File: config.mk
export PLATFORM = sky130hd
export DESIGN_NAME = io_write_buffer
export DESIGN_NICKNAME = d
export VERILOG_FILES = /design/src/rtl/cpu_pkg.sv /design/src/rtl/sync_fifo.sv /design/src/rtl/io_write_buffer.sv
export SDC_FILE = /design/constraint.sdc
export NUM_CORES = 1
export LEC_CHECK = 0
export ABC_AREA = 0
export CELL_PAD_IN_SITES_DETAIL_PLACEMENT = 1
export CELL_PAD_IN_SITES_GLOBAL_PLACEMENT = 2
export CORE_ASPECT_RATIO = 0.7
export CORE_MARGIN = 3
export CORE_UTILIZATION = 30
export CTS_CLUSTER_DIAMETER = 50
export DETAILED_ROUTE_END_ITERATION = 16
export PLACE_DENSITY_LB_ADDON = 0.1
export SYNTH_ARGS = -nofsm -noshare
export SYNTH_HDL_FRONTEND = slang
export SYNTH_SLANG_ARGS = --single-unit
File: constraint.sdc
create_clock -name clk -period 3.1 [get_ports clk]
set_input_delay 0.31 -clock clk [delete_from_list [all_inputs] [get_ports clk]]
set_output_delay 0.31 -clock clk [all_outputs]
set_load 0.05 [all_outputs]
File: src/rtl/cpu_pkg.sv
// ---------------------------------------------------------------------------
// cpu_pkg
// Shared constants for the small CPU core and its I/O write buffer.
//   WORD_W          : machine word width (address and data)
//   REG_AX..REG_DX  : general register indices
//   OP_*            : instruction opcode constants
//   iobuf_state_t   : output FSM state of io_write_buffer
//   iobuf_lvl_w()   : width needed to count 0..depth entries
// ---------------------------------------------------------------------------
package cpu_pkg;

    localparam int WORD_W = 16;

    localparam logic [1:0] REG_AX = 2'd0;
    localparam logic [1:0] REG_BX = 2'd1;
    localparam logic [1:0] REG_CX = 2'd2;
    localparam logic [1:0] REG_DX = 2'd3;

    localparam logic [3:0] OP_NOP = 4'h0;
    localparam logic [3:0] OP_MOV = 4'h1;
    localparam logic [3:0] OP_ADD = 4'h2;
    localparam logic [3:0] OP_SUB = 4'h3;
    localparam logic [3:0] OP_LDI = 4'h4;
    localparam logic [3:0] OP_JMP = 4'h5;
    localparam logic [3:0] OP_JZ  = 4'h6;
    localparam logic [3:0] OP_RDI = 4'h7;
    localparam logic [3:0] OP_WRO = 4'h8;

    typedef enum logic {
        IDLE = 1'b0,
        SEND = 1'b1
    } iobuf_state_t;

    // A counter holding 0..depth inclusive needs one bit more than the pointer.
    function automatic int iobuf_lvl_w(input int depth);
        return $clog2(depth) + 1;
    endfunction

endpackage

File: src/rtl/sync_fifo.sv
// ---------------------------------------------------------------------------
// sync_fifo
// Single-clock FIFO with a combinational view of the head entry, so the
// owner can copy the head into its own register at the same edge it pops.
// Pointers wrap modulo DEPTH (DEPTH must be a power of two, >= 2).
// The owner must never push when full or pop when level is zero.
//   clk, rst (async, active-high)
//   push, wr_data : store wr_data at the write pointer
//   pop           : advance the read pointer
//   rd_data       : entry at the read pointer
//   level         : number of stored entries
//   full          : level == DEPTH
// ---------------------------------------------------------------------------
module sync_fifo
    import cpu_pkg::*;
#(
    parameter int WIDTH = 2 * WORD_W,
    parameter int DEPTH = 4
) (
    input  logic                   clk,
    input  logic                   rst,
    input  logic                   push,
    input  logic                   pop,
    input  logic [WIDTH-1:0]       wr_data,
    output logic [WIDTH-1:0]       rd_data,
    output logic [$clog2(DEPTH):0] level,
    output logic                   full
);

    localparam int PTR_W = $clog2(DEPTH);
    localparam int LVL_W = iobuf_lvl_w(DEPTH);

    logic [WIDTH-1:0] mem [DEPTH];

    logic [PTR_W-1:0] wr_ptr_reg, wr_ptr_next;
    logic [PTR_W-1:0] rd_ptr_reg, rd_ptr_next;
    logic [LVL_W-1:0] level_reg, level_next;

    always_comb begin
        wr_ptr_next = wr_ptr_reg;
        rd_ptr_next = rd_ptr_reg;
        level_next  = level_reg;
        // Power-of-two depth: natural overflow of the pointer is the wrap.
        if (push) wr_ptr_next = wr_ptr_reg + PTR_W'(1);
        if (pop)  rd_ptr_next = rd_ptr_reg + PTR_W'(1);
        unique case ({push, pop})
            2'b10:   level_next = level_reg + LVL_W'(1);
            2'b01:   level_next = level_reg - LVL_W'(1);
            default: level_next = level_reg;
        endcase
    end

    always_ff @(posedge clk or posedge rst) begin
        if (rst) begin
            wr_ptr_reg <= '0;
            rd_ptr_reg <= '0;
            level_reg  <= '0;
        end else begin
            wr_ptr_reg <= wr_ptr_next;
            rd_ptr_reg <= rd_ptr_next;
            level_reg  <= level_next;
        end
    end

    // Storage is deliberately left out of reset; stale entries are never
    // visible because level gates every pop.
    always_ff @(posedge clk) begin
        if (push) mem[wr_ptr_reg] <= wr_data;
    end

    assign rd_data = mem[rd_ptr_reg];
    assign level   = level_reg;
    assign full    = (level_reg == LVL_W'(DEPTH));

endmodule

File: src/rtl/io_write_buffer.sv
// ---------------------------------------------------------------------------
// io_write_buffer
// Decouples CPU port writes (WRO) from a slow consumer. Writes go into a
// sync_fifo; a two-state FSM moves the head into a registered output slot
// and presents it with a valid/ready handshake, one transaction per cycle
// when the consumer keeps up.
//   clk, rst (async, active-high)
//   wr_valid, wr_addr, wr_data : CPU write strobe and payload
//   full                       : FIFO holds DEPTH entries (CPU stalls on it)
//   out_valid, out_ready       : output handshake
//   out_addr, out_data         : presented transaction (held while stalled)
//   level                      : FIFO occupancy, output slot not counted
//   overflow, ovf_clr          : sticky dropped-write flag and its clear
//   drop_cnt                   : saturating dropped-write counter, present
//                                only when IOBUF_DROP_CNT_EN is defined
// ---------------------------------------------------------------------------
module io_write_buffer
    import cpu_pkg::*;
#(
    parameter int N     = WORD_W,
    parameter int DEPTH = 4
) (
    input  logic                   clk,
    input  logic                   rst,
    input  logic                   wr_valid,
    input  logic [N-1:0]           wr_addr,
    input  logic [N-1:0]           wr_data,
    output logic                   full,
    output logic                   out_valid,
    input  logic                   out_ready,
    output logic [N-1:0]           out_addr,
    output logic [N-1:0]           out_data,
    output logic [$clog2(DEPTH):0] level,
    output logic                   overflow,
`ifdef IOBUF_DROP_CNT_EN
    input  logic                   ovf_clr,
    output logic [N-1:0]           drop_cnt
`else
    input  logic                   ovf_clr
`endif
);

    iobuf_state_t     state_reg;
    logic [N-1:0]     out_addr_reg;
    logic [N-1:0]     out_data_reg;
    logic             overflow_reg;

    logic             fifo_push;
    logic             fifo_pop;
    logic             fifo_full;
    logic             has_data;
    logic             drop;
    logic [2*N-1:0]   fifo_head;
    logic [$clog2(DEPTH):0] fifo_level;

    // full is sampled before the edge, so a pop at the same edge cannot
    // make room for the write that is arriving now.
    assign fifo_push = wr_valid & ~fifo_full;
    assign drop      = wr_valid &  fifo_full;
    assign has_data  = (fifo_level != '0);
    assign fifo_pop  = has_data & ((state_reg == IDLE) | out_ready);

    sync_fifo #(
        .WIDTH (2 * N),
        .DEPTH (DEPTH)
    ) u_fifo (
        .clk     (clk),
        .rst     (rst),
        .push    (fifo_push),
        .pop     (fifo_pop),
        .wr_data ({wr_addr, wr_data}),
        .rd_data (fifo_head),
        .level   (fifo_level),
        .full    (fifo_full)
    );

    always_ff @(posedge clk or posedge rst) begin
        if (rst) begin
            state_reg    <= IDLE;
            out_addr_reg <= '0;
            out_data_reg <= '0;
        end else begin
            unique case (state_reg)
                IDLE: begin
                    if (has_data) begin
                        {out_addr_reg, out_data_reg} <= fifo_head;
                        state_reg <= SEND;
                    end
                end
                SEND: begin
                    // Without out_ready the slot is held untouched.
                    if (out_ready) begin
                        if (has_data) begin
                            {out_addr_reg, out_data_reg} <= fifo_head;
                        end else begin
                            state_reg <= IDLE;
                        end
                    end
                end
                default: state_reg <= IDLE;
            endcase
        end
    end

    // A drop at the same edge as a clear wins: the event is not lost.
    always_ff @(posedge clk or posedge rst) begin
        if (rst) begin
            overflow_reg <= 1'b0;
        end else if (drop) begin
            overflow_reg <= 1'b1;
        end else if (ovf_clr) begin
            overflow_reg <= 1'b0;
        end
    end

`ifdef IOBUF_DROP_CNT_EN
    logic [N-1:0] drop_cnt_reg;

    always_ff @(posedge clk or posedge rst) begin
        if (rst) begin
            drop_cnt_reg <= '0;
        end else if (drop) begin
            if (ovf_clr) begin
                drop_cnt_reg <= N'(1);
            end else if (drop_cnt_reg != '1) begin
                drop_cnt_reg <= drop_cnt_reg + N'(1);
            end
        end else if (ovf_clr) begin
            drop_cnt_reg <= '0;
        end
    end

    assign drop_cnt = drop_cnt_reg;
`endif

    assign full      = fifo_full;
    assign level     = fifo_level;
    assign out_valid = (state_reg == SEND);
    assign out_addr  = out_addr_reg;
    assign out_data  = out_data_reg;
    assign overflow  = overflow_reg;

endmodule

==> results.sh <==
export IMPL_status="complete, no violations"
export IMPL_numCtsBuffers=17
export IMPL_diodes=0
export IMPL_drc_errors=0
export IMPL_layout_drive_gt1_share=0.295
export IMPL_post_cts_resize_count=0
export IMPL_place_hpwl_um=8360
export IMPL_rsz0062_at_grt="false"
export IMPL_seqPwrFrac=0.393
export IMPL_synth_cell_types=25
export IMPL_grt_usage=0.120
export IMPL_fin_tns_setup_ns=0
export IMPL_syn_inst=281
export IMPL_placed_cells=631
export IMPL_synth_nets=324
export IMPL_critPathArrivalTime_ns=2.01
export IMPL_ctsHtreeMaxLevel=4
export IMPL_finClkSkew_ns=0.0130
export IMPL_clk_latency_ns=0.43
export IMPL_clock_power_share=0.243
export IMPL_async_flop_share=0.243
export IMPL_hold_viol=0
export IMPL_grt_start_max_net_pins=34
export IMPL_setup_ws_ns=0.776
export IMPL_finalPower_mw=8.82
export IMPL_fp_row_count=44
export IMPL_crit_type="flop to primary output"
export IMPL_seq_area_frac_synth=0.758
export IMPL_synth_area_leaders="edfxtp_1 (60%), dfrtp_1 (16%), mux4_2 (9.8%)"
export IMPL_holdWs_ns=0.325
export IMPL_grt_pass1_wl_um=20500
export IMPL_path_clk_slew_ns=0.07
export IMPL_vias=2926
export IMPL_ant_nets=0
export IMPL_p_leak_nw=2.88
export IMPL_grt_pass1_vias=3284
export IMPL_slew_headroom=0.404
export IMPL_first_pass_iters=6
export IMPL_largest_register_ffs=128
export IMPL_ys_seq_elements=169
export IMPL_cts_sinks=169
export IMPL_drv_cap=0
export IMPL_wl_per_cell_um=20.0
export IMPL_dp_slack_ns=0.726
export IMPL_synth_top_cell_area_share=0.598
export IMPL_postRouteWirelength_um=13200
export IMPL_antenna_found_initial=0
export IMPL_gp_congestion=0.700
export IMPL_irDropWorstVdd_mv=0.442
export IMPL_stdcell_count=663
export IMPL_ctsHoldBuffers=0
export IMPL_p_comb_frac=0.364
export IMPL_syn2layout_area_growth_pct=26.2
export IMPL_synth_edf_count=128
export IMPL_setup_viol=0
export IMPL_synth_common_cells="edfxtp_1 (128), dfrtp_1 (41), mux4_2 (28)"
export IMPL_ioPinCount=75
export IMPL_syn_mean_instance_area_um2=22.9
export IMPL_core_area_um2=20900
export IMPL_end_kind="primary output"
export IMPL_die_h_um=128
export IMPL_pwr_density_cell_nw_per_um2=1090
export IMPL_yosys_cell_count_top_type="edfxtp_1"
export IMPL_drv_slew=0
export IMPL_p_sw_frac=0.347
export IMPL_die_width_um=181
export IMPL_initialDrtViolationCount=146
export IMPL_internal_power_mw=5.76
export IMPL_hp_class="input port to async pin"
export IMPL_root_buffer="clkbuf_16"
export IMPL_cts_buffer_depth=2
export IMPL_syn_area_um2=6430
export IMPL_path_max_fanout=5
export IMPL_grt_overflow_total=0
export IMPL_n_fill_cell=2000
export IMPL_yosys_area_top_type="edfxtp_1"
export IMPL_tightest_slew_ns=0.895
export IMPL_finalCriticalPeriod_ns=2.32
export IMPL_portBuffers=74
export IMPL_fmax_ghz=0.430
export IMPL_nNetsFinal=417
export IMPL_die_area_um2=23200
export IMPL_p_switching_mw=3.06
export IMPL_yosys_most_used_dff="edfxtp_1"
export IMPL_start_kind="flop"
export IMPL_fin_crit_sh=0.750
export IMPL_via_per_inst=4.41
export IMPL_postCtsSetupBuffers=0
export IMPL_cp_required_ns=2.79
export IMPL_yosysWarnings=0
export IMPL_tritoncts="built"
export IMPL_start_util=0.308
## cells in the final DEF (no fill, tap or decap), types with 5 or more instances in the layout
cell	synthesis	layout
clkbuf_16	0	17
mux2_4	24	24
clkdlybuf4s50_1	0	74
mux2_2	9	9
mux4_2	28	28
ha_1	5	5
inv_6	0	6
dfrtp_1	41	39
inv_1	9	8
buf_4	0	11
edfxtp_1	128	128
## power by group through the flow
stage / logic (mW) / registers, mW / clock network, mW
after global routing: 3.41 / 3.56 / 2.30
after global placement: 3.26 / 3.51 / 0
final: 3.21 / 3.47 / 2.14
after detailed placement: 3.28 / 3.54 / 0
after CTS: 3.29 / 3.49 / 2.22
after floorplan: 1.57 / 4.19 / 0
## cells by family after synthesis
kind of cell / Yosys count / synth area share
buffers and inverters: 20 / 0.0202
XOR/XNOR: 6 / 0.00818
adder cells (fa/ha/maj): 6 / 0.0128
flip-flops: 169 / 0.758
AO/OA/AOI/OAI: 2 / 0.00214
AND/OR/NAND/NOR: 12 / 0.0111
multiplexers: 66 / 0.188
## worst max-delay path, cell delays in order (launching register included)
cell and delay (ns):
dfrtp_1 0.44, nor3b_2 0.29, clkdlybuf4s50_1 0.85
## metrics by stage
| step | cell area (um2) | utilization |
|---|---|---|
| 6_report | 8110 | 0.389 |
| 5_1_grt | 8110 | 0.389 |
| 4_1_cts | 8110 | 0.389 |
| 3_5_place_dp | 7520 | 0.360 |
| 3_3_place_gp | 7520 | 0.360 |
| 2_1_floorplan | 6430 | - |
## final timing paths
| path | start | end | slack [ns] | cells after the start |
|---|---|---|---|---|
| setup reg to reg | u_fifo.level[0] | u_fifo.level[2] | 0.95 | 9 |
| min in group clk | ovf_clr | overflow | 0.45 | 2 |
| setup / recovery | u_fifo.level[0] | full | 0.78 | 2 |
| hold reg to reg | out_addr[14] | out_addr[14] | 0.51 | 1 |
| max in group asynchronous | rst | out_addr[12] | 2.10 | 3 |
| hold / removal | rst | u_fifo.level[1] | 0.33 | 2 |
## metal layers
| metal | track usage | routed length (um) | share of wire |
|---|---|---|---|
| met3 | 0.0257 | 404 | 0.031 |
| met2 | 0.185 | 6090 | 0.46 |
| met1 | 0.165 | 6490 | 0.49 |
| met4 | 0.0564 | 252 | 0.019 |
| met5 | 0 | 0 | 0 |
## final cells by class
class	count	area, um2	area share
Sequential cell	169	4870	0.601
Multi-Input combinational cell	92	1450	0.178
Timing Repair Buffer	85	823	0.101
Clock buffer	17	425	0.0524
Tap cell	276	345	0.0426
Clock inverter	15	166	0.0205
Inverter	9	33.8	0.00416
Power figures use the tool's default switching activity.
